File: src/rtl/axi_bridge_pkg.sv
// -----------------------------------------------------------------------------
// axi_bridge_pkg
//   Shared definitions for the synchronous AXI4 bridge.
//   - AXI burst and response encodings.
//   - Fixed AXI field widths.
//   - Payload-width functions for the AW/AR, W, B and R FIFOs.
//   - clog2 helper, usable in parameter and localparam expressions.
// -----------------------------------------------------------------------------
package axi_bridge_pkg;

  typedef enum logic [1:0] {
    BURST_FIXED = 2'b00,
    BURST_INCR  = 2'b01,
    BURST_WRAP  = 2'b10
  } burst_e;

  typedef enum logic [1:0] {
    RESP_OKAY   = 2'b00,
    RESP_EXOKAY = 2'b01,
    RESP_SLVERR = 2'b10,
    RESP_DECERR = 2'b11
  } resp_e;

  localparam int LEN_W   = 8;
  localparam int SIZE_W  = 3;
  localparam int BURST_W = 2;
  localparam int RESP_W  = 2;

  // Ceiling log2.
  // clog2(1) = 0 and clog2(2) = 1.
  function automatic int clog2(input int value);
    int result;
    int rem;
    result = 0;
    rem    = value - 1;
    while (rem > 0) begin
      result = result + 1;
      rem    = rem >> 1;
    end
    return result;
  endfunction

  // Address-channel payload: {ID, ADDR, LEN, SIZE, BURST}.
  function automatic int ax_payload_width(input int id_w, input int ad_w);
    return id_w + ad_w + LEN_W + SIZE_W + BURST_W;
  endfunction

  // Write-data payload: {DATA, STRB, LAST}.
  function automatic int w_payload_width(input int da_w);
    return da_w + (da_w / 8) + 1;
  endfunction

  // Write-response payload: {ID, RESP}.
  function automatic int b_payload_width(input int id_w);
    return id_w + RESP_W;
  endfunction

  // Read-data payload: {ID, DATA, RESP, LAST}.
  function automatic int r_payload_width(input int id_w, input int da_w);
    return id_w + da_w + RESP_W + 1;
  endfunction

endpackage

File: src/rtl/axi_bridge_fifo_sync.sv
// -----------------------------------------------------------------------------
// axi_bridge_fifo_sync
//   Single-clock FIFO with a valid/ready handshake on both sides.
//   - push_ready comes only from the registered fill count.
//     When the FIFO is full and popped in the same cycle, the push is refused.
//   - pop_valid is high whenever the FIFO holds at least one entry.
//     pop_data is the head entry.
//   - Both handshake outputs are forced low while rst is high.
//
//   Parameters:
//     WIDTH  payload width
//     DEPTH  number of entries; a power of two, >= 2
//
//   Ports:
//     clk         clock, rising edge
//     rst         synchronous active-high reset; clears pointers and count
//     push_valid  source side: beat offered
//     push_ready  source side: FIFO can accept a beat
//     push_data   source side: payload
//     pop_valid   sink side: head entry available
//     pop_ready   sink side: head entry consumed
//     pop_data    sink side: head payload
// -----------------------------------------------------------------------------
module axi_bridge_fifo_sync
  import axi_bridge_pkg::*;
#(
  parameter int WIDTH = 8,
  parameter int DEPTH = 2
) (
  input  logic             clk,
  input  logic             rst,
  input  logic             push_valid,
  output logic             push_ready,
  input  logic [WIDTH-1:0] push_data,
  output logic             pop_valid,
  input  logic             pop_ready,
  output logic [WIDTH-1:0] pop_data
);

  localparam int                PTR_W    = clog2(DEPTH);
  localparam int                CNT_W    = PTR_W + 1;
  localparam logic [CNT_W-1:0]  FULL_CNT = CNT_W'(DEPTH);

  logic [PTR_W-1:0] wr_ptr;
  logic [PTR_W-1:0] rd_ptr;
  logic [CNT_W-1:0] count;
  logic [WIDTH-1:0] mem [DEPTH];

  logic do_push;
  logic do_pop;

  assign push_ready = (count != FULL_CNT) && !rst;
  assign pop_valid  = (count != '0) && !rst;
  assign pop_data   = mem[rd_ptr];

  assign do_push = push_valid && push_ready;
  assign do_pop  = pop_valid && pop_ready;

  // Pointers wrap naturally because DEPTH is a power of two.
  // NOTE: Sequential state uses non-blocking assignments.
  //       This ensures every register in the block samples pre-edge values.
  always_ff @(posedge clk) begin
    if (rst) begin
      wr_ptr <= '0;
      rd_ptr <= '0;
      count  <= '0;
    end else begin
      if (do_push) wr_ptr <= wr_ptr + PTR_W'(1);
      if (do_pop)  rd_ptr <= rd_ptr + PTR_W'(1);
      unique case ({do_push, do_pop})
        2'b10:   count <= count + CNT_W'(1);
        2'b01:   count <= count - CNT_W'(1);
        default: count <= count;
      endcase
    end
  end

  // NOTE: The storage array is intentionally not reset.
  //       Stale entries are unreachable once count is cleared.
  //       Leaving the array unreset lets it map onto plain RAM/flops without a reset tree.
  always_ff @(posedge clk) begin
    if (do_push) mem[wr_ptr] <= push_data;
  end

endmodule

File: src/rtl/axi_bridge_sync_fifo_param.sv
// -----------------------------------------------------------------------------
// axi_bridge_sync_fifo_param
//   Single-clock AXI4 bridge. Each of the five channels runs through its own
//   axi_bridge_fifo_sync, so every S-side output is driven from registered state.
//   Payloads pass through unmodified, and order is kept per channel.
//
//   Optional feature, enabled by defining AXI_BRIDGE_OUTSTANDING_LIMIT_EN:
//     - wr_cnt gates S_AWREADY against MAX_WR.
//       It counts AW handshakes up and B handshakes down.
//     - rd_cnt gates S_ARREADY against MAX_RD.
//       It counts AR handshakes up and last-beat R handshakes down.
//     - When the macro is undefined, MAX_WR and MAX_RD have no effect.
//
//   Ports:
//     ACLK, ARESET  clock and synchronous active-high reset
//     S_AW*, S_W*, S_AR*  upstream request channels (inputs, READY out)
//     S_B*, S_R*          upstream response channels (outputs, READY in)
//     M_AW*, M_W*, M_AR*  downstream request channels (outputs, READY in)
//     M_B*, M_R*          downstream response channels (inputs, READY out)
// -----------------------------------------------------------------------------
module axi_bridge_sync_fifo_param
  import axi_bridge_pkg::*;
#(
  parameter int AXI_WIDTH_ID = 8,
  parameter int AXI_WIDTH_AD = 32,
  parameter int AXI_WIDTH_DA = 32,
  parameter int DEPTH_AW     = 2,
  parameter int DEPTH_W      = 4,
  parameter int DEPTH_B      = 2,
  parameter int DEPTH_AR     = 2,
  parameter int DEPTH_R      = 4,
  parameter int MAX_WR       = 8,
  parameter int MAX_RD       = 8
) (
  input  logic                      ACLK,
  input  logic                      ARESET,
  // Slave-side write address
  input  logic [AXI_WIDTH_ID-1:0]   S_AWID,
  input  logic [AXI_WIDTH_AD-1:0]   S_AWADDR,
  input  logic [7:0]                S_AWLEN,
  input  logic [2:0]                S_AWSIZE,
  input  logic [1:0]                S_AWBURST,
  input  logic                      S_AWVALID,
  output logic                      S_AWREADY,
  // Slave-side write data
  input  logic [AXI_WIDTH_DA-1:0]   S_WDATA,
  input  logic [AXI_WIDTH_DA/8-1:0] S_WSTRB,
  input  logic                      S_WLAST,
  input  logic                      S_WVALID,
  output logic                      S_WREADY,
  // Slave-side write response
  output logic [AXI_WIDTH_ID-1:0]   S_BID,
  output logic [1:0]                S_BRESP,
  output logic                      S_BVALID,
  input  logic                      S_BREADY,
  // Slave-side read address
  input  logic [AXI_WIDTH_ID-1:0]   S_ARID,
  input  logic [AXI_WIDTH_AD-1:0]   S_ARADDR,
  input  logic [7:0]                S_ARLEN,
  input  logic [2:0]                S_ARSIZE,
  input  logic [1:0]                S_ARBURST,
  input  logic                      S_ARVALID,
  output logic                      S_ARREADY,
  // Slave-side read data
  output logic [AXI_WIDTH_ID-1:0]   S_RID,
  output logic [AXI_WIDTH_DA-1:0]   S_RDATA,
  output logic [1:0]                S_RRESP,
  output logic                      S_RLAST,
  output logic                      S_RVALID,
  input  logic                      S_RREADY,
  // Master-side write address
  output logic [AXI_WIDTH_ID-1:0]   M_AWID,
  output logic [AXI_WIDTH_AD-1:0]   M_AWADDR,
  output logic [7:0]                M_AWLEN,
  output logic [2:0]                M_AWSIZE,
  output logic [1:0]                M_AWBURST,
  output logic                      M_AWVALID,
  input  logic                      M_AWREADY,
  // Master-side write data
  output logic [AXI_WIDTH_DA-1:0]   M_WDATA,
  output logic [AXI_WIDTH_DA/8-1:0] M_WSTRB,
  output logic                      M_WLAST,
  output logic                      M_WVALID,
  input  logic                      M_WREADY,
  // Master-side write response
  input  logic [AXI_WIDTH_ID-1:0]   M_BID,
  input  logic [1:0]                M_BRESP,
  input  logic                      M_BVALID,
  output logic                      M_BREADY,
  // Master-side read address
  output logic [AXI_WIDTH_ID-1:0]   M_ARID,
  output logic [AXI_WIDTH_AD-1:0]   M_ARADDR,
  output logic [7:0]                M_ARLEN,
  output logic [2:0]                M_ARSIZE,
  output logic [1:0]                M_ARBURST,
  output logic                      M_ARVALID,
  input  logic                      M_ARREADY,
  // Master-side read data
  input  logic [AXI_WIDTH_ID-1:0]   M_RID,
  input  logic [AXI_WIDTH_DA-1:0]   M_RDATA,
  input  logic [1:0]                M_RRESP,
  input  logic                      M_RLAST,
  input  logic                      M_RVALID,
  output logic                      M_RREADY
);

  localparam int AX_W = ax_payload_width(AXI_WIDTH_ID, AXI_WIDTH_AD);
  localparam int W_W  = w_payload_width(AXI_WIDTH_DA);
  localparam int B_W  = b_payload_width(AXI_WIDTH_ID);
  localparam int R_W  = r_payload_width(AXI_WIDTH_ID, AXI_WIDTH_DA);

  logic [AX_W-1:0] aw_out;
  logic [W_W-1:0]  w_out;
  logic [B_W-1:0]  b_out;
  logic [AX_W-1:0] ar_out;
  logic [R_W-1:0]  r_out;

  logic aw_fifo_ready;
  logic ar_fifo_ready;
  logic wr_ok;
  logic rd_ok;

  // The limiter gates both READY and the FIFO push together.
  // This keeps the counters and the FIFO contents in step.
  assign S_AWREADY = aw_fifo_ready && wr_ok;
  assign S_ARREADY = ar_fifo_ready && rd_ok;

`ifdef AXI_BRIDGE_OUTSTANDING_LIMIT_EN
  localparam int                    WR_CNT_W = clog2(MAX_WR + 1);
  localparam int                    RD_CNT_W = clog2(MAX_RD + 1);
  localparam logic [WR_CNT_W-1:0]   WR_LIMIT = WR_CNT_W'(MAX_WR);
  localparam logic [RD_CNT_W-1:0]   RD_LIMIT = RD_CNT_W'(MAX_RD);

  logic [WR_CNT_W-1:0] wr_cnt;
  logic [RD_CNT_W-1:0] rd_cnt;
  logic                wr_inc;
  logic                wr_dec;
  logic                rd_inc;
  logic                rd_dec;

  assign wr_ok  = wr_cnt < WR_LIMIT;
  assign rd_ok  = rd_cnt < RD_LIMIT;
  assign wr_inc = S_AWVALID && S_AWREADY;
  assign wr_dec = S_BVALID && S_BREADY;
  assign rd_inc = S_ARVALID && S_ARREADY;
  // A read transaction retires on its last data beat.
  assign rd_dec = S_RVALID && S_RREADY && S_RLAST;

  always_ff @(posedge ACLK) begin
    if (ARESET) begin
      wr_cnt <= '0;
      rd_cnt <= '0;
    end else begin
      unique case ({wr_inc, wr_dec})
        2'b10:   wr_cnt <= wr_cnt + WR_CNT_W'(1);
        2'b01:   wr_cnt <= wr_cnt - WR_CNT_W'(1);
        default: wr_cnt <= wr_cnt;
      endcase
      unique case ({rd_inc, rd_dec})
        2'b10:   rd_cnt <= rd_cnt + RD_CNT_W'(1);
        2'b01:   rd_cnt <= rd_cnt - RD_CNT_W'(1);
        default: rd_cnt <= rd_cnt;
      endcase
    end
  end
`else
  assign wr_ok = 1'b1;
  assign rd_ok = 1'b1;
`endif

  // Write address: S -> M
  axi_bridge_fifo_sync #(.WIDTH(AX_W), .DEPTH(DEPTH_AW)) u_aw_fifo (
    .clk        (ACLK),
    .rst        (ARESET),
    .push_valid (S_AWVALID && wr_ok),
    .push_ready (aw_fifo_ready),
    .push_data  ({S_AWID, S_AWADDR, S_AWLEN, S_AWSIZE, S_AWBURST}),
    .pop_valid  (M_AWVALID),
    .pop_ready  (M_AWREADY),
    .pop_data   (aw_out)
  );
  assign {M_AWID, M_AWADDR, M_AWLEN, M_AWSIZE, M_AWBURST} = aw_out;

  // Write data: S -> M
  axi_bridge_fifo_sync #(.WIDTH(W_W), .DEPTH(DEPTH_W)) u_w_fifo (
    .clk        (ACLK),
    .rst        (ARESET),
    .push_valid (S_WVALID),
    .push_ready (S_WREADY),
    .push_data  ({S_WDATA, S_WSTRB, S_WLAST}),
    .pop_valid  (M_WVALID),
    .pop_ready  (M_WREADY),
    .pop_data   (w_out)
  );
  assign {M_WDATA, M_WSTRB, M_WLAST} = w_out;

  // Write response: M -> S
  axi_bridge_fifo_sync #(.WIDTH(B_W), .DEPTH(DEPTH_B)) u_b_fifo (
    .clk        (ACLK),
    .rst        (ARESET),
    .push_valid (M_BVALID),
    .push_ready (M_BREADY),
    .push_data  ({M_BID, M_BRESP}),
    .pop_valid  (S_BVALID),
    .pop_ready  (S_BREADY),
    .pop_data   (b_out)
  );
  assign {S_BID, S_BRESP} = b_out;

  // Read address: S -> M
  axi_bridge_fifo_sync #(.WIDTH(AX_W), .DEPTH(DEPTH_AR)) u_ar_fifo (
    .clk        (ACLK),
    .rst        (ARESET),
    .push_valid (S_ARVALID && rd_ok),
    .push_ready (ar_fifo_ready),
    .push_data  ({S_ARID, S_ARADDR, S_ARLEN, S_ARSIZE, S_ARBURST}),
    .pop_valid  (M_ARVALID),
    .pop_ready  (M_ARREADY),
    .pop_data   (ar_out)
  );
  assign {M_ARID, M_ARADDR, M_ARLEN, M_ARSIZE, M_ARBURST} = ar_out;

  // Read data: M -> S
  axi_bridge_fifo_sync #(.WIDTH(R_W), .DEPTH(DEPTH_R)) u_r_fifo (
    .clk        (ACLK),
    .rst        (ARESET),
    .push_valid (M_RVALID),
    .push_ready (M_RREADY),
    .push_data  ({M_RID, M_RDATA, M_RRESP, M_RLAST}),
    .pop_valid  (S_RVALID),
    .pop_ready  (S_RREADY),
    .pop_data   (r_out)
  );
  assign {S_RID, S_RDATA, S_RRESP, S_RLAST} = r_out;

endmodule
File: config.mk
export PLATFORM = sky130hd
export DESIGN_NAME = axi_bridge_sync_fifo_param
export DESIGN_NICKNAME = d
export VERILOG_FILES = /design/src/rtl/axi_bridge_pkg.sv /design/src/rtl/axi_bridge_fifo_sync.sv /design/src/rtl/axi_bridge_sync_fifo_param.sv
export SDC_FILE = /design/constraint.sdc
export NUM_CORES = 1
export LEC_CHECK = 0
export BUFFER_PORTS_ARGS = -buffer_cell sky130_fd_sc_hd__buf_2
export CELL_PAD_IN_SITES_DETAIL_PLACEMENT = 0
export CELL_PAD_IN_SITES_GLOBAL_PLACEMENT = 2
export CORE_UTILIZATION = 42
export CTS_CLUSTER_SIZE = 28
export DETAILED_ROUTE_END_ITERATION = 12
export PLACE_DENSITY = 0.84
export SLEW_MARGIN = 30
export SYNTH_ARGS = -nofsm -noshare
export SYNTH_HDL_FRONTEND = slang
export SYNTH_SLANG_ARGS = --single-unit
export TNS_END_PERCENT = 50
File: constraint.sdc
create_clock -name ACLK -period 13.7 [get_ports ACLK]
set_input_delay 0.685 -clock ACLK [delete_from_list [all_inputs] [get_ports ACLK]]
set_output_delay 0.685 -clock ACLK [all_outputs]
set_load 0.005 [all_outputs]
* Word-level counts from Yosys, hierarchy flattened *
Memories as Yosys holds them, arrays and structs flattened. A register that Yosys moved wholly into a read port is not among the register bits.
Index checks and enable logic that the tools add are counted.

word-level totals
  bits in registers = 26
  memory bits (writable) = 552
  input bits = 208
  output and inout bits = 206
  logic and storage cells = 111
  memories = 5

memory list
  name           words  width  read ports  clocked after Yosys merged registers in  write ports  line                        text
  u_r_fifo.mem   4      43     1           1                                        1            axi_bridge_fifo_sync.sv:47  logic [WIDTH-1:0] mem [DEPTH];
  u_w_fifo.mem   4      37     1           1                                        1            axi_bridge_fifo_sync.sv:47
  u_ar_fifo.mem  2      53     1           1                                        1            axi_bridge_fifo_sync.sv:47
  u_aw_fifo.mem  2      53     1           1                                        1            axi_bridge_fifo_sync.sv:47
  u_b_fifo.mem   2      10     1           1                                        1            axi_bridge_fifo_sync.sv:47

cells by class
  add/subtract/negate cells = 20
  eq/ne operators = 15
  multiplexer cells = 25
  reduce and logical (&&, ||, !) cells = 31

operator list
  kind                                                                 count
  1-bit logical AND                                                    20
  1-bit 2-to-1 mux                                                     16
  2-bit nonzero test                                                   8
  2-bit by 1-bit adder with 2-bit output (second input constant)       7
  2-bit case mux with 2 select lines                                   3
  3-bit case mux with 2 select lines                                   2
  2-bit by 1-bit == test with 1-bit output (second input constant)     5
  2-bit == test (second input constant)                                5
  2-bit 2-to-1 mux                                                     4
  1-bit adder (second input constant)                                  6
  3-bit by 1-bit adder with 3-bit output (second input constant)       2
  2-bit != test (second input constant)                                3
  3-bit != test (second input constant)                                2
  3-bit nonzero test                                                   2
  2-bit by 1-bit subtractor with 2-bit output (second input constant)  3
  3-bit by 1-bit subtractor with 3-bit output (second input constant)  2
  1-bit logical NOT                                                    1

* Logic depth before layout (Yosys ltp) *
Gate-level depths: netlist (run 1).

  depth in word-level cells = 5
  gate-level depth with buffers = 10
  mapped depth without buffers = 9

* Cells and area by module *
From an unflattened synthesis (run 1), not the netlist that was laid out.

unflattened totals
  cells, all modules = 970
  area, all modules = 21627.0 um^2

by module, submodules not included
  module                                instances  cells an instance  area an instance (um^2)  seq. area each (um^2)
  axi_bridge_fifo_sync (u_ar_fifo ...)  2          194                4045.1                   3283.1
  axi_bridge_fifo_sync (u_r_fifo)       1          277                6710.2                   5345.1
  axi_bridge_fifo_sync (u_w_fifo)       1          245                5873.1                   4624.4
  axi_bridge_fifo_sync (u_b_fifo)       1          60                 953.4                    700.7

* Worst setup path after synthesis (run 1) *
OpenSTA, ideal clock, no wires.

  path kind = input -> register
  start point = input ARESET
  end point = memory u_ar_fifo.mem[0][0] in the netlist's numbering, enable pin
  setup time = 597 ps
  arrival = 6033 ps
  required time = 13103 ps
  slack = 7070 ps
  stages = 2
  path buffers = 1
  cells stage by stage = buf_6 -> nor4_1

on the way
  longest elaborated chain between the ends = 5

ends and longest elaborated chain
  what                                    line                              text
  start, declared                         axi_bridge_sync_fifo_param.sv:36  input logic ARESET,
  1-bit logical NOT                       axi_bridge_fifo_sync.sv:52        assign push_ready = (count != FULL_CNT) && !rst;
  1-bit logical AND                       axi_bridge_fifo_sync.sv:52
  1-bit logical AND                       axi_bridge_fifo_sync.sv:56        assign do_push = push_valid && push_ready;
  1-bit 2-to-1 mux                        axi_bridge_fifo_sync.sv:82        if (do_push) mem[wr_ptr] <= push_data;
  1-bit 2-to-1 mux (implied by the code)  axi_bridge_fifo_sync.sv:82
  end, declared                           axi_bridge_fifo_sync.sv:47

Every way passes these cells.

==> impl_metrics.ini, run 1 <==
[status]
status = complete, no violations

[cts]
htree_levels = 2
cts_sinks = 585
postCtsSetupBuffers = 0
clk_pin_slew_ns = 0.06
cts-root-buf = clkbuf_16
cts-hold-fix-buffers = 0
clockBufferDepth = 3
post_cts_resized = 0
cts_buffers = 59
clk_latency_ns = 0.60
tritoncts = built

[synth]
ys_seq_area_share_pct = 79.63
netlist_instances = 964
synth_nets = 1187
yosysTopAreaCell = edfxtp_1
synth_area_leaders = edfxtp_1, mux4_2, mux2_2, dfxtp_1, ha_1
synth_area_mm2 = 0.02164
synth_top_area_share_pct = 76.58
synth_cell_type_count = 35
yosysWarnings = 0
avgSynthCellArea_um2 = 22.45
postSynthRegisterBits = 585

[worst_setup_path]
critPathCaptureType = primary output
cpPeakStageDelay_ns = 0.64
critPathKind = reg -> out
cp.required_ns = 13.02
crit_buf_inv = 2
critical_path.max_fanout = 43
cp_slowest_cell = buf_4
worstSetupStartpointType = flop
arrival_ns = 2.39
path_cells = buf_4 -> mux4_2 -> buf_2
crit_family = buffers and inverters

[sta]
setup_viol = 0
tns_ns = 0
fin_skew_ns = 0.01139
finalHoldViolations = 0
relSlewSlack_pct = 42.20
fmax_mhz = 324.8
worstMarginPinSlew_ns = 0.8669
drv_slew = 0
finalCritPeriodShare_pct = 22.47
period_minus_slack_ns = 3.079
rsz0062_at_grt = no

[route]
drt_iter0_markers = 558
wire_per_inst_um = 19.74
via_per_inst = 4.923
wirelength_um = 42170
dr.pass1.iters = 6
remaining_drc_errors = 0
ant_nets = 0
num_vias = 10521

[global_routing]
grt_use_total_pct = 16.00
overflow = 0
grt_pass1_wl_um = 63940
grt_max_degree = 55
antenna_found_initial = 10
grt_pass1_vias = 11123

[layout]
fin_util_pct = 52.24
drive_gt1_share_pct = 50.10
fin_nets = 1636
area_growth_syn_to_layout_pct = 21.82
layout_commonest_cell = edfxtp_1
final_cell_mix = edfxtp_1, buf_2, mux2_2
n_fill_cell = 4103
fin_cells = 2137

[die]
dieArea_mm2 = 0.05245
core_area_mm2 = 0.05048
io_pins = 414
die_w_um = 229.0
rows = 82
start_util_pct = 42.88
die_h_um = 229.0

[power]
power.total_mw = 4.041
p_sw_uw = 867.2
pwr-share-seq_pct = 51.1
switching_share_pct = 21.46
leakage_nw = 9.208
ir_drop_v = 0.0001016
p_comb_share_pct = 9.5
p_int_mw = 3.173
p_clk_share_pct = 39.4
power.density_mw_per_mm2 = 153.2

[min_path]
hp-class = in -> reg

[place]
place_inst = 2024
io_buffers = 413
dp_hpwl_um = 26390
gp_congestion = 0.7277

[job]
maxCapViolations = 0
==> final cells by class <==
class | instances | area, um2 | share of cell area [%]
flip-flops and latches | 585 | 17250 | 65.41
multi-input cells | 325 | 4129 | 15.66
diodes | 4 | 10.01 | 0.03796
clock inverters | 35 | 384.1 | 1.457
well taps | 672 | 840.8 | 3.189
clock buffers | 74 | 1533 | 5.813
repair buffers | 426 | 2165 | 8.209
inverters | 16 | 60.06 | 0.2278
==> per-stage QoR <==
step	setup WS, ns	hold slack (ns)	area, um2
finish	10.62	0.2686	26370
floorplan	7.070	0.4366	21640
CTS	10.50	0.2143	26360
detailed placement	10.69	0.4530	24440
global route	10.43	0.2344	26360
global placement	10.74	0.4440	24420
==> logic make-up after synthesis <==
kind of cell,synth area share (%)
simple gates,1.769
flops,79.63
compound gates,0.7283
xor+xnor,0.5665
mux,14.87
fa+ha+maj,0.9365
buf+inv,1.497
==> path summary, 6_finish.rpt <==
path / from / endpoint / slack [ns] / depth (start not counted)
setup / recovery: flop / S_RDATA[31] / 10.62 / 3
hold / removal: S_ARADDR[6] / u_ar_fifo.mem[0][19]$_DFFE_PP_ / 0.27 / 1
setup reg to reg: u_r_fifo.count[2]$_SDFFE_PP0P_ / u_r_fifo.count[2]$_SDFFE_PP0P_ / 11.43 / 9
hold reg to reg: u_aw_fifo.rd_ptr$_SDFFE_PP0P_ / flop / 0.46 / 1
==> routing by layer <==
layer	share of wire [%]	vias up	GRT usage (%)
met5	0.16	-	0
met4	2.7	10	5.792
met3	7.2	83	4.943
met1	40	5319	19.81
li1	-	4809	-
met2	50	300	26.50
==> flip-flops by register name (all words and copies together), names as in the netlist, 3 cells and up, named ones only <==
name            flops
u_w_fifo.count      3
u_aw_fifo.mem     106
u_w_fifo.mem      148
u_b_fifo.mem       20
u_ar_fifo.mem     106
u_r_fifo.mem      172
u_r_fifo.count      3
==> Yosys cell counts <==
master	n
xnor2_1	3
nor3_1	2
o31ai_1	2
mux2_2	116
and2_1	9
nor3b_2	2
inv_1	16
o21ai_0	5
o21ba_2	1
buf_6	12
dfxtp_1	33
ha_1	13
nand2b_1	3
nor3b_4	2
nor4_1	3
edfxtp_1	552
clkbuf_2	1
mux2i_1	8
and2_4	2
and2b_2	1
clkbuf_1	1
nand2_1	8
and3_1	3
or3_1	5
mux2_4	2
nor2b_1	2
nor2_1	26
a21oi_1	7
o211ai_1	3
o21ba_4	2
buf_2	24
fa_1	2
mux4_2	80
o311ai_0	2
xor2_1	11
==> power by group through the flow <==
stage	clock network (mW)	registers, mW	logic (mW)
detailed placement	0	2.10	0.395
finish	1.59	2.07	0.385
global route	1.70	2.07	0.422
global placement	0	2.10	0.391
CTS	1.64	2.07	0.397
floorplan	0	2.10	0.232
No activity file was read; power rests on OpenSTA's default activity.
==> inputs of run 2 (changes only) <==
- clock period: 13.7 -> 3.2 ns (I/O delays scaled with it)
==> run 2 against run 1 <==
  * Cell count grew 10%
  * Final area is 8.6% higher
  * Die area is the same
  * Register-to-register slack got worse by 10 ns
  * Critical path depth is the same
  * Core utilization grew 4.5 points
  * Total power rose to 4.4 times the previous value
  * Wire length rose by 9.1%
  * Sequential power rose to 4.3 times the previous value
  * Global-route usage grew 1.5 points
  * Largest power group unchanged
==> impl_metrics.ini, run 2 (synthesized netlist as in run 1, its figures left out) <==
[cts]
htree_levels = 2
clockBufferDepth = 3
clk_pin_slew_ns = 0.06
cts-root-buf = clkbuf_16
clk_latency_ns = 0.62
postCtsSetupBuffers = 0
cts_sinks = 585
cts_buffers = 59
tritoncts = built

[sta]
period_minus_slack_ns = 2.480
setup_ws_ns = 0.7204
holdWs_ns = 0.2653
setup_viol = 0
rsz0062_at_grt = no
finalHoldViolations = 0
relSlewSlack_pct = 49.69
fin_skew_ns = 0.01229
worstMarginPinSlew_ns = 0.7547
fmax_mhz = 403.3
drv_slew = 0
finalCritPeriodShare_pct = 77.49

[place]
place_ws_ns = 0.9195
gp_congestion = 0.7382
place_inst = 2036
io_buffers = 413
dp_hpwl_um = 28640

[power]
leakage_nw = 10.18
p_sw_mw = 3.907
pwr-share-seq_pct = 50.0
p_clk_share_pct = 39.2
ir_drop_v = 0.0004927
p_comb_share_pct = 10.8
switching_share_pct = 22.10
power.density_mw_per_mm2 = 617.1
p_int_mw = 13.77
power.total_mw = 17.68

[global_routing]
antenna_found_initial = 4
grt.met2_usage_pct = 30.23
grt_max_degree = 55
use_met3_pct = 4.818
busiest_layer = met2
overflow = 0
met1_usage_pct = 21.01
grt_pass1_vias = 12438
grt_use_total_pct = 17.53
grt_pass1_wl_um = 70480

[layout]
n_fill_cell = 3823
largest_reg_flops = 172
final_cell_mix = edfxtp_1, buf_2, dlygate4sd3_1
top_regs = u_r_fifo.mem x172, u_w_fifo.mem x148
drive_gt1_share_pct = 44.65
layout_commonest_cell = edfxtp_1
area_growth_syn_to_layout_pct = 32.35
fin_cells = 2357
fin_nets = 1855
seq_area_mm2 = 0.01724
regMostFlops = u_r_fifo.mem
multi_input_area_mm2 = 0.004131

[worst_setup_path]
critPathKind = reg -> out
crit_buf_inv = 2
r2r_start = u_r_fifo.count[2]$_SDFFE_PP0P_
cpPeakStageDelay_ns = 0.62
critical_path.max_fanout = 37
cp.required_ns = 3.04
crit_cells = 3
crit_family = buffers and inverters
cp_slowest_cell = mux4_2
path_cells = buf_4 -> mux4_2 -> buf_2
worstSetupStartpointType = flop
arrival_ns = 2.32
critPathCaptureType = primary output
worstRegToRegCells = 9

[route]
ant_nets = 0
dr.pass1.iters = 5
remaining_drc_errors = 0
drt_iter0_markers = 470
num_vias = 11432
wirelength_um = 45990
via_per_inst = 4.850
wire_per_inst_um = 19.51

[job]
maxCapViolations = 0

[min_path]
hp-class = in -> reg
worstHoldPathCells = 2
hp-start = S_AWADDR[4]

[die]
die_h_um = 229.0
rows = 82
core_area_mm2 = 0.05048
io_pins = 414
die_w_um = 229.0
dieArea_mm2 = 0.05245
start_util_pct = 42.88

[status]
status = complete, no violations
[run 2: what timing repair did]
item,in CTS,in global routing
endpoints found under the setup margin,0,0
resized for setup,0,0
endpoints found under the hold margin,573,0
hold buffers,207,0
[run 2: path summary, 6_finish.rpt]
path / endpoint / slack [ns]
max: M_WDATA[14] / 0.72
min: u_aw_fifo.mem[1][17]$_DFFE_PP_ / 0.27
max reg2reg: u_r_fifo.count[2]$_SDFFE_PP0P_ / 0.95
min reg2reg: flop / 0.46
[run 2: metal layers]
layer | part of all wire, % | wire (um)
met3 | 6.8 | 3122
met2 | 51 | 23460
met1 | 39 | 18080
met5 | 0.098 | 45
met4 | 2.8 | 1285
[run 2: layout make-up]
cell class                 count  area share, %
antenna                        3        0.02621
clock buffer                  64          5.219
clock inverter                47          1.633
inverter                      16         0.2096
multi-input combinational    325          14.42
sequential                   585          60.19
tap                          672          2.935
timing repair buffer         645          15.37
[run 2: per-stage QoR]
stage | TNS (ns) | util, % | cell area, um2
floorplan | -36.65 | - | 21670
CTS | 0 | 56.74 | 28640
global placement | 0 | 48.74 | 24600
detailed placement | 0 | 48.74 | 24600
finish | 0 | 56.75 | 28650
global route | 0 | 56.74 | 28640
[run 2: power by group through the flow]
stage          logic [mW]  registers (mW)  clock network [mW]
6_report             1.91            8.84                6.93
5_1_grt              2.07            8.87                7.36
4_1_cts              1.95            8.84                7.10
3_5_place_dp         1.74            9.00                   0
3_3_place_gp         1.72            8.98                   0
2_1_floorplan       0.998            8.97                   0
==> inputs of run 3 (changes only) <==
- clock period: 3.2 -> 2.35 ns (I/O delays scaled with it)
==> run 3 against run 2 <==
  * First-iteration DRC count rose by 8.9%
  * Clock-buffer cell count rose by 14
  * Sequential share of layout area barely moved
  * Critical path depth rose by 6
  * Clock skew rose by 0.014 ns
  * Critical path type is now reg -> reg
  * Final area barely moved
  * Largest power group unchanged
==> impl_metrics.ini, run 3 (synthesized netlist as in run 1, its figures left out) <==
[status]
status = complete, no violations

[route]
remaining_drc_errors = 0
via_per_inst = 4.849
num_vias = 11425
drt_iter0_markers = 512
dr.pass1.iters = 4
wirelength_um = 46160
wire_per_inst_um = 19.59
ant_nets = 0

[global_routing]
grt_pass1_wl_um = 70660
grt_max_degree = 55
antenna_found_initial = 6
grt_pass1_vias = 12645
overflow = 0
grt_use_total_pct = 17.62

[place]
gp_congestion = 0.7447
place_inst = 2040
io_buffers = 413
place_ws_ns = 0.1512
placed_cell_area_mm2 = 0.02480
dp_hpwl_um = 28480

[cts]
cts_buffers = 59
cts_sinks = 585
clk_latency_ns = 0.61
cts-root-buf = clkbuf_16
clockBufferDepth = 3
htree_levels = 2
tritoncts = built
clk_pin_slew_ns = 0.06
postCtsSetupBuffers = 0

[layout]
largest_reg_flops = 172
area_growth_syn_to_layout_pct = 32.46
fin_util_pct = 56.80
n_fill_cell = 3860
layout_commonest_cell = edfxtp_1
final_cell_mix = edfxtp_1, buf_2, dlygate4sd3_1
regMostFlops = u_r_fifo.mem
fin_nets = 1857
fin_cells = 2356
design_area_mm2 = 0.02867
top_regs = u_r_fifo.mem x172, u_w_fifo.mem x148
drive_gt1_share_pct = 44.93

[min_path]
hp-class = in -> reg

[power]
power.density_mw_per_mm2 = 820.0
ir_drop_v = 0.0006879
leakage_nw = 10.16

[sta]
setup_viol = 0
fmax_mhz = 455.4
period_minus_slack_ns = 2.196
setup_ws_ns = 0.1541
finalHoldViolations = 0
drv_slew = 0
rsz0062_at_grt = no
fin_skew_ns = 0.02602
worstMarginPinSlew_ns = 0.5558
finalCritPeriodShare_pct = 93.44
relSlewSlack_pct = 62.95

[worst_setup_path]
arrival_ns = 2.73
cpPeakStageDelay_ns = 0.42
cp_slowest_cell = fa_1
path_cells = nor3b_2 -> nor3b_4 -> inv_1 -> ha_1 -> inv_1 -> fa_1 -> xor2_1 -> or3_1 -> a21oi_1
critical_path.max_fanout = 6
worst_path_most_repeated_cell = inv_1
worstSetupStartpointType = flop
crit_buf_inv = 2
cp.required_ns = 2.89
crit_family = simple AND/OR/NAND/NOR gates
critPathCaptureType = flop
critPathKind = reg -> reg

[die]
io_pins = 414
die_w_um = 229.0
core_area_mm2 = 0.05048
rows = 82
dieArea_mm2 = 0.05245
die_h_um = 229.0
start_util_pct = 42.88

[job]
maxCapViolations = 0
run 3: cell types whose count changed in the layout (fill, tap and decap cells not counted), moves of 3 or more:
cell / change
buf_12: +12
buf_4: -8
bufinv_16: -5
clkbuf_1: +13
clkinv_1: -11
dfxtp_1: -5
dfxtp_2: +4
diode_2: +3
run 3: tightest hold or removal path, stage by stage:
cell and delay, ns:
buf_2 0.08, nor3b_4 0.18, buf_4 0.17, mux2i_1 0.07
run 3: final cells by class:
cell class	count	area [um2]	share of cell area (%)
Sequential cell	585	17250	60.17
Timing Repair Buffer	647	4562	15.91
Multi-Input combinational cell	325	4140	14.44
Clock buffer	78	1569	5.472
Tap cell	672	840.8	2.933
Clock inverter	27	232.7	0.8117
Inverter	16	60.06	0.2095
Antenna cell	6	15.01	0.05237
run 3: per-layer routing:
metal	share of wire (%)	GRT usage (%)	vias up
li1	-	-	5269
met1	39	20.53	5701
met2	51	30.84	366
met3	7.1	5.515	87
met4	2.9	5.750	2
met5	0.028	0	-
run 3: what timing repair did:
action	4_1_cts	5_1_grt
hold buffers	205	0
gates resized for setup	1	0
hold endpoints to repair	571	0
endpoints found under the setup margin	1	0
run 3: final timing paths:
| check | start | endpoint | slack, ns | cells after the start |
|---|---|---|---|---|
| min | S_WVALID | u_w_fifo.wr_ptr[0]$_SDFFE_PP0P_ | 0.05 | 4 |
| max | u_r_fifo.count[2]$_SDFFE_PP0P_ | u_r_fifo.count[2]$_SDFFE_PP0P_ | 0.15 | 9 |
| min reg2reg | u_aw_fifo.rd_ptr$_SDFFE_PP0P_ | flop | 0.46 | 1 |
| max reg2reg | u_r_fifo.count[2]$_SDFFE_PP0P_ | u_r_fifo.count[2]$_SDFFE_PP0P_ | 0.15 | 9 |
run 3: power breakdown:
| part | internal (mW) | total (mW) | switching (mW) |
|---|---|---|---|
| clock | 5.01 | 8.79 | 3.79 |
| sequential | 11.9 | 12.1 | 0.176 |
| combinational | 1.44 | 2.65 | 1.21 |
| total | 18.3 | 23.5 | 5.18 |
run 3: per-stage QoR:
step | total power, mW | TNS, ns | hold WS, ns
final | 23.51 | 0 | 0.05267
after global routing | 24.38 | 0 | 0.04690
after CTS | 23.77 | 0 | 0.002968
after detailed placement | 14.69 | 0 | 0.3083
after global placement | 14.64 | 0 | 0.3058
after floorplan | 13.58 | -43.48 | 0.2164
